File: src/rtl/io_handshake_if.sv
// Decoder / board-I/O handshake bundle for io_handshake.
// master = core + board side, slave = io_handshake.
interface io_handshake_if #(
  parameter int DATA_W = 32,
  parameter int SW_W   = 16
);
  logic              Input;
  logic              Output;
  logic              Halt;
  logic [DATA_W-1:0] out_data;
  logic [SW_W-1:0]   switches;
  logic              enter_btn;
  logic [DATA_W-1:0] in_data;
  logic              in_valid;
  logic              stall;
  logic [DATA_W-1:0] out_latch;
  logic              out_valid;
  logic              waiting;
  logic              halted;

  modport master (
    output Input, Output, Halt, out_data, switches, enter_btn,
    input  in_data, in_valid, stall, out_latch, out_valid, waiting, halted
  );

  modport slave (
    input  Input, Output, Halt, out_data, switches, enter_btn,
    output in_data, in_valid, stall, out_latch, out_valid, waiting, halted
  );
endinterface

File: src/rtl/io_handshake.sv
// Input/Output/Halt peripheral handshake for the single-cycle MIPS core.
// Define IO_SIGN_EXTEND_EN to sign-extend the switches into in_data (default: zero-extend).
module io_handshake #(
  parameter int DATA_W          = 32,
  parameter int SW_W            = 16,
  parameter int DEBOUNCE_CYCLES = 50000
) (
  input  logic          clock,
  input  logic          reset_n,
  io_handshake_if.slave io
);
  localparam int               CNT_W    = $clog2(DEBOUNCE_CYCLES);
  localparam logic [CNT_W-1:0] CNT_LAST = CNT_W'(DEBOUNCE_CYCLES - 1);

  typedef enum logic [2:0] {IDLE, WAIT_PRESS, DELIVER, WAIT_RELEASE, HALTED} state_t;

  state_t            state_q;
  logic              sync1_q, sync2_q;
  logic              db_q, db_d, press;
  logic [CNT_W-1:0]  cnt_q, cnt_d;
  logic [DATA_W-1:0] in_data_q, out_latch_q, sw_ext;
  logic              in_valid_q, out_valid_q, waiting_q, halted_q;

  always_ff @(posedge clock or negedge reset_n) begin
    if (!reset_n) begin
      sync1_q <= 1'b0;
      sync2_q <= 1'b0;
      db_q    <= 1'b0;
      cnt_q   <= '0;
    end else begin
      sync1_q <= io.enter_btn;
      sync2_q <= sync1_q;
      db_q    <= db_d;
      cnt_q   <= cnt_d;
    end
  end

  // press fires in the cycle the counter completes, so DELIVER follows one edge later
  always_comb begin
    db_d  = db_q;
    cnt_d = '0;
    press = 1'b0;
    if (sync2_q != db_q) begin
      if (cnt_q == CNT_LAST) begin
        db_d  = ~db_q;
        press = ~db_q;
      end else begin
        cnt_d = cnt_q + CNT_W'(1);
      end
    end
  end

`ifdef IO_SIGN_EXTEND_EN
  logic signed [SW_W-1:0] sw_s;
  assign sw_s   = io.switches;
  assign sw_ext = DATA_W'(sw_s);
`else
  assign sw_ext = DATA_W'(io.switches);
`endif

  always_ff @(posedge clock or negedge reset_n) begin
    if (!reset_n) begin
      state_q     <= IDLE;
      in_data_q   <= '0;
      out_latch_q <= '0;
      in_valid_q  <= 1'b0;
      out_valid_q <= 1'b0;
      waiting_q   <= 1'b0;
      halted_q    <= 1'b0;
    end else begin
      in_valid_q <= 1'b0;
      case (state_q)
        IDLE: begin
          if (io.Halt) begin
            state_q  <= HALTED;
            halted_q <= 1'b1;
          end else if (io.Input) begin
            state_q   <= WAIT_PRESS;
            waiting_q <= 1'b1;
          end else if (io.Output) begin
            out_latch_q <= io.out_data;
            out_valid_q <= 1'b1;
          end
        end
        WAIT_PRESS: begin
          if (press) begin
            in_data_q  <= sw_ext;
            in_valid_q <= 1'b1;
            waiting_q  <= 1'b0;
            state_q    <= DELIVER;
          end
        end
        DELIVER:      state_q <= WAIT_RELEASE;
        WAIT_RELEASE: if (!db_q) state_q <= IDLE;
        HALTED:       state_q <= HALTED;
        default:      state_q <= IDLE;
      endcase
    end
  end

  // gated by reset_n so a decoded Input cannot stall the core while reset is held
  assign io.stall = reset_n & (((state_q == IDLE) & (io.Input | io.Halt))
                             | (state_q == WAIT_PRESS)
                             | ((state_q == WAIT_RELEASE) & io.Input)
                             | (state_q == HALTED));

  assign io.in_data   = in_data_q;
  assign io.in_valid  = in_valid_q;
  assign io.out_latch = out_latch_q;
  assign io.out_valid = out_valid_q;
  assign io.waiting   = waiting_q;
  assign io.halted    = halted_q;
endmodule

File: src/flat_wrapper.sv
// flat-port wrapper written by rule: the top's interface ports become plain ports
module io_handshake_flat 
#(
  parameter int DATA_W          = 32,
  parameter int SW_W            = 16,
  parameter int DEBOUNCE_CYCLES = 50000
)
  (clock, reset_n, io_Input, io_Output, io_Halt, io_out_data, io_switches, io_enter_btn, io_in_data, io_in_valid, io_stall, io_out_latch, io_out_valid, io_waiting, io_halted);
  io_handshake_if #(.DATA_W(DATA_W), .SW_W(SW_W)) io_i ();
  input  logic clock;
  input  logic reset_n;
  input wire logic [$bits(io_i.Input)-1:0] io_Input;
  input wire logic [$bits(io_i.Output)-1:0] io_Output;
  input wire logic [$bits(io_i.Halt)-1:0] io_Halt;
  input wire logic [$bits(io_i.out_data)-1:0] io_out_data;
  input wire logic [$bits(io_i.switches)-1:0] io_switches;
  input wire logic [$bits(io_i.enter_btn)-1:0] io_enter_btn;
  output wire logic [$bits(io_i.in_data)-1:0] io_in_data;
  output wire logic [$bits(io_i.in_valid)-1:0] io_in_valid;
  output wire logic [$bits(io_i.stall)-1:0] io_stall;
  output wire logic [$bits(io_i.out_latch)-1:0] io_out_latch;
  output wire logic [$bits(io_i.out_valid)-1:0] io_out_valid;
  output wire logic [$bits(io_i.waiting)-1:0] io_waiting;
  output wire logic [$bits(io_i.halted)-1:0] io_halted;
  assign io_i.Input = io_Input;
  assign io_i.Output = io_Output;
  assign io_i.Halt = io_Halt;
  assign io_i.out_data = io_out_data;
  assign io_i.switches = io_switches;
  assign io_i.enter_btn = io_enter_btn;
  assign io_in_data = io_i.in_data;
  assign io_in_valid = io_i.in_valid;
  assign io_stall = io_i.stall;
  assign io_out_latch = io_i.out_latch;
  assign io_out_valid = io_i.out_valid;
  assign io_waiting = io_i.waiting;
  assign io_halted = io_i.halted;
  io_handshake #(.DATA_W(DATA_W), .SW_W(SW_W), .DEBOUNCE_CYCLES(DEBOUNCE_CYCLES)) u_core (.clock(clock), .reset_n(reset_n), .io(io_i));
endmodule
File: config.mk
export PLATFORM = sky130hd
export DESIGN_NAME = io_handshake_flat
export DESIGN_NICKNAME = d
export VERILOG_FILES = /design/src/rtl/io_handshake_if.sv /design/src/rtl/io_handshake.sv /design/src/flat_wrapper.sv
export SDC_FILE = /design/constraint.sdc
export NUM_CORES = 1
export LEC_CHECK = 0
export ABC_AREA = 1
export CORE_MARGIN = 2
export CORE_UTILIZATION = 35
export CTS_CLUSTER_SIZE = 10
export DETAILED_ROUTE_END_ITERATION = 8
export GPL_ROUTABILITY_DRIVEN = 0
export PLACE_DENSITY_LB_ADDON = 0.05
export SLEW_MARGIN = 20
export SYNTH_ARGS = -nofsm -noshare
export SYNTH_HDL_FRONTEND = slang
export SYNTH_SLANG_ARGS = --single-unit
File: constraint.sdc
create_clock -name clock -period 2.2 [get_ports clock]
set_clock_uncertainty 0.1 [all_clocks]
set_input_delay 0.44 -clock clock [delete_from_list [all_inputs] [get_ports clock]]
set_output_delay 0.44 -clock clock [all_outputs]
set_load 0.1 [all_outputs]
==> summary.txt <==
critical path class = register to primary output
placed standard-cell area = 4670 µm²
maximum root-to-sink buffer count = 2
switching portion of total power = 56.2%
routed length on met3 = 786 µm
placeable core region = 10,200 µm²
slowest library cell on the worst path = sky130_fd_sc_hd__dfrtp_1
Cell Count Post-Placement = 693
number of buffers created by CTS = 9
post-detailed-route wirelength per cell = 12.0 µm
buffers added on ports = 106
areal power density over the cells = 1380 nW/µm²
number of core rows = 37
time the worst path needs with I/O delays and setup = 2110 ps
arrival time reported for the critical path endpoint = 1570 ps
wire length reported by the detailed router = 8.50 mm
Setup violations, final = 0
Met2 Wirelength = 3.70 mm
slew at the pin with the worst max-slew slack = 537 ps
synth unique cells = 32
delay of the slowest cell on the worst path = 470 ps
IO Pins = 123
flop-to-flop setup slack = 200 ps
leakage power of the design = 2.63 nW
worst reg2reg startpoint = u_core.cnt_q[0]
Max-Cap Viols = 0
CTS H-Tree Depth = 3
Die Ht = 106 µm
worst-case setup margin in the final layout = 92.1 ps
CTS Hold Bufs = 0
root cell of the clock tree = sky130_fd_sc_hd__clkbuf_8
Post-CTS Setup Repair Bufs = 0
Initial DRC Count = 192
post-synthesis area per instance = 8.02 µm²
area share of the largest cell type after synthesis = 51.0%
Synth Cell Area = 3630 µm²
ANT cells = 0
portion of total power attributed to the clock network = 15.3%
r2r worst-path depth = 10
final worst-path cycle share = 95.8%
final routed DRC violation total = 0
Fin Hold WS = 40.8 ps
via count of the first global-routing pass = 2,987
clock latency on the worst-skew pair = 330 ps
die area = 11,200 µm²
WP data required = 1660 ps
sum of internal, switching and leakage power = 6.74 mW
class of the worst hold path = input pin to async pin
share of cells above drive strength 1 = 16.9%
Sum Neg Setup Slack = 0 ps
FF+latch count, synth = 74
setup repair after global routing missed its margin = false
clock tree from TritonCTS = built
clock sinks = 74
overall global routing resource usage = 15.8%
VDD IR max = 1510 µV
via density per instance = 4.35
cell-internal power = 2.96 mW
post-route ant nets = 0
final standard cell utilization of the core = 47.9%
sequential share of power = 28.7%
Yosys warnings = 0
global route overflow = 0
non-filler instance count after layout = 709
number of instances in the synthesized netlist = 453
Fmax = 474 MHz
initial antenna violation count = 0
post-synth top area cell = sky130_fd_sc_hd__dfrtp_1
die span in x = 106 µm
endpoints failing hold = 0
starting density of the core = 35.7%
area growth from synthesis to final layout = 34.2%
largest driver fanout on the critical path = 5
pin count of the biggest net entering global routing = 75
global-route wire length before repair = 14.2 mm
ordered list of cells on the worst path = nor2_4 > o21ai_1 > buf_4 > a21boi_4 > buf_12
sequential-to-total area share from yosys stat = 51.0%
number of filler instances in the final layout = 1,035
final slew viol count = 0
DRT met1 WL = 3.85 mm
startpoint types = register
largest cells by area after synthesis = sky130_fd_sc_hd__dfrtp_1 51%, sky130_fd_sc_hd__nand2_1 17%, sky130_fd_sc_hd__inv_1 7.6%
worst flop-to-flop path endpoint = u_core.io.in_data[15]
first-pass iteration count of the detailed router = 4
slew margin rel. = 64.2%
type of destination of the critical path = primary output
final net count = 623
clock transition at the register clock pins on the worst setup and hold paths after CTS = 80 ps
design area = 4870 µm²
Net Sw Power = 3.79 mW
count of vias placed by the detailed router = 3,081
relative contribution of combinational cells to total power = 56.0%
worst setup timing slack at the placement stage = -11.0 ps
result of the run = completed
top sig layer = met4
post-DP HPWL = 6.02 mm
[kinds of logic after synthesis]
group | after synthesis | synth area share, %
other | 1 | 0.103
buffers and inverters | 105 | 14.5
flip-flops | 74 | 51.0
AO/OA/AOI/OAI | 18 | 2.76
XOR/XNOR | 5 | 1.21
AND/OR/NAND/NOR | 249 | 30.1
adder cells (fa/ha/maj) | 1 | 0.344
[sequential cells by signal, indices dropped and copies added (netlist names)]
name,count
u_core.io.out_latch,32
u_core.sync2_q,1
u_core.io.out_valid,1
u_core.io.waiting,1
u_core.io.in_data,16
u_core.db_q,1
u_core.sync1_q,1
u_core.state_q,3
u_core.io.halted,1
u_core.io.in_valid,1
u_core.cnt_q,16
[synthesized netlist by cell type]
master	number
sky130_fd_sc_hd__a21boi_0	1
sky130_fd_sc_hd__a21oi_1	6
sky130_fd_sc_hd__a31o_2	1
sky130_fd_sc_hd__a31oi_1	1
sky130_fd_sc_hd__buf_12	2
sky130_fd_sc_hd__buf_2	7
sky130_fd_sc_hd__buf_4	17
sky130_fd_sc_hd__buf_6	1
sky130_fd_sc_hd__clkbuf_8	2
sky130_fd_sc_hd__conb_1	1
sky130_fd_sc_hd__dfrtp_1	74
sky130_fd_sc_hd__ha_1	1
sky130_fd_sc_hd__inv_1	74
sky130_fd_sc_hd__inv_2	2
sky130_fd_sc_hd__nand2_1	161
sky130_fd_sc_hd__nand2_2	1
sky130_fd_sc_hd__nand3_1	10
sky130_fd_sc_hd__nand3_2	1
sky130_fd_sc_hd__nand3_4	1
sky130_fd_sc_hd__nand4_1	20
sky130_fd_sc_hd__nor2_1	34
sky130_fd_sc_hd__nor2_2	3
sky130_fd_sc_hd__nor2_4	2
sky130_fd_sc_hd__nor2_8	1
sky130_fd_sc_hd__nor3_1	11
sky130_fd_sc_hd__nor3_4	1
sky130_fd_sc_hd__nor3b_1	1
sky130_fd_sc_hd__o21ai_0	8
sky130_fd_sc_hd__o21bai_1	1
sky130_fd_sc_hd__or2_1	1
sky130_fd_sc_hd__or2_2	1
sky130_fd_sc_hd__xor2_1	5
[cell type report]
type / count / area, µm² / area share (%)
Clock buffer: 9 / 124 / 2.54
Tap cell: 136 / 170 / 3.49
Sequential cell: 74 / 1850 / 38.0
Clock inverter: 7 / 70.1 / 1.44
Timing Repair Buffer: 118 / 1050 / 21.5
Inverter: 76 / 285 / 5.85
Multi-Input combinational cell: 289 / 1330 / 27.2
[worst max-delay path by stage]
| stage | start | endpoint | slack, ps | cells past startpoint |
|---|---|---|---|---|
| final | u_core.state_q[1] | io_stall | 90 | 5 |
| after global routing | u_core.state_q[1] | io_stall | 9 | 5 |
| after CTS | io_Input | io_stall | 5 | 6 |
| after detailed placement | io_Halt | u_core.io.out_latch[8] | -10 | 7 |
| after global placement | io_Input | io_stall | -20 | 6 |
| after floorplan | u_core.state_q[1] | io_stall | 90 | 4 |
[worst max-delay path: cells and delay by family (launching register included)]
| family | cells | cell delay [ps] |
|---|---|---|
| AO/OA/AOI/OAI | 2 | 260 |
| flip-flops | 1 | 470 |
| buffers and inverters | 2 | 330 |
| AND/OR/NAND/NOR | 1 | 180 |
[layout by cell type (no fill, tap or decap), types with 2 or more instances in the layout]
cell type | netlist | final
sky130_fd_sc_hd__xor2_1 | 5 | 5
sky130_fd_sc_hd__nor2_2 | 3 | 2
sky130_fd_sc_hd__nor2_4 | 2 | 3
sky130_fd_sc_hd__a21oi_1 | 6 | 6
sky130_fd_sc_hd__inv_2 | 2 | 2
sky130_fd_sc_hd__clkdlybuf4s50_1 | 0 | 50
sky130_fd_sc_hd__o21ai_0 | 8 | 7
sky130_fd_sc_hd__dfrtp_1 | 74 | 74
sky130_fd_sc_hd__nand2_1 | 161 | 161
sky130_fd_sc_hd__clkinv_2 | 0 | 3
sky130_fd_sc_hd__nand3_1 | 10 | 10
sky130_fd_sc_hd__buf_12 | 2 | 2
sky130_fd_sc_hd__nand4_1 | 20 | 20
sky130_fd_sc_hd__clkbuf_8 | 2 | 9
sky130_fd_sc_hd__nor2_1 | 34 | 34
sky130_fd_sc_hd__conb_1 | 1 | 16
sky130_fd_sc_hd__inv_1 | 74 | 74
sky130_fd_sc_hd__dlymetal6s2s_1 | 0 | 2
sky130_fd_sc_hd__nor3_1 | 11 | 11
sky130_fd_sc_hd__clkinv_4 | 0 | 2
sky130_fd_sc_hd__buf_4 | 17 | 64
[repair_timing]
| action | in CTS | in global routing |
|---|---|---|
| resized for setup | 0 | 4 |
| pin swaps | 1 | 2 |
| setup endpoints to repair | 1 | 1 |
[layer usage]
layer / vias to the layer above / GRT usage, %
met2: 102 / 24.1
met1: 1396 / 20.5
met5: - / 0
met4: 0 / 6.77
met3: 12 / 5.26
li1: 1571 / -
[power by group through the flow]
stage               sequential [mW]  clock [mW]  combinational [mW]
finish                         1.93        1.03                3.78
global route                   1.98        1.14                3.94
CTS                            1.93        1.07                3.80
detailed placement             1.94           0                3.80
global placement               1.94           0                3.79
floorplan                      4.20           0               0.674
No activity file was read; power rests on OpenSTA's default activity.
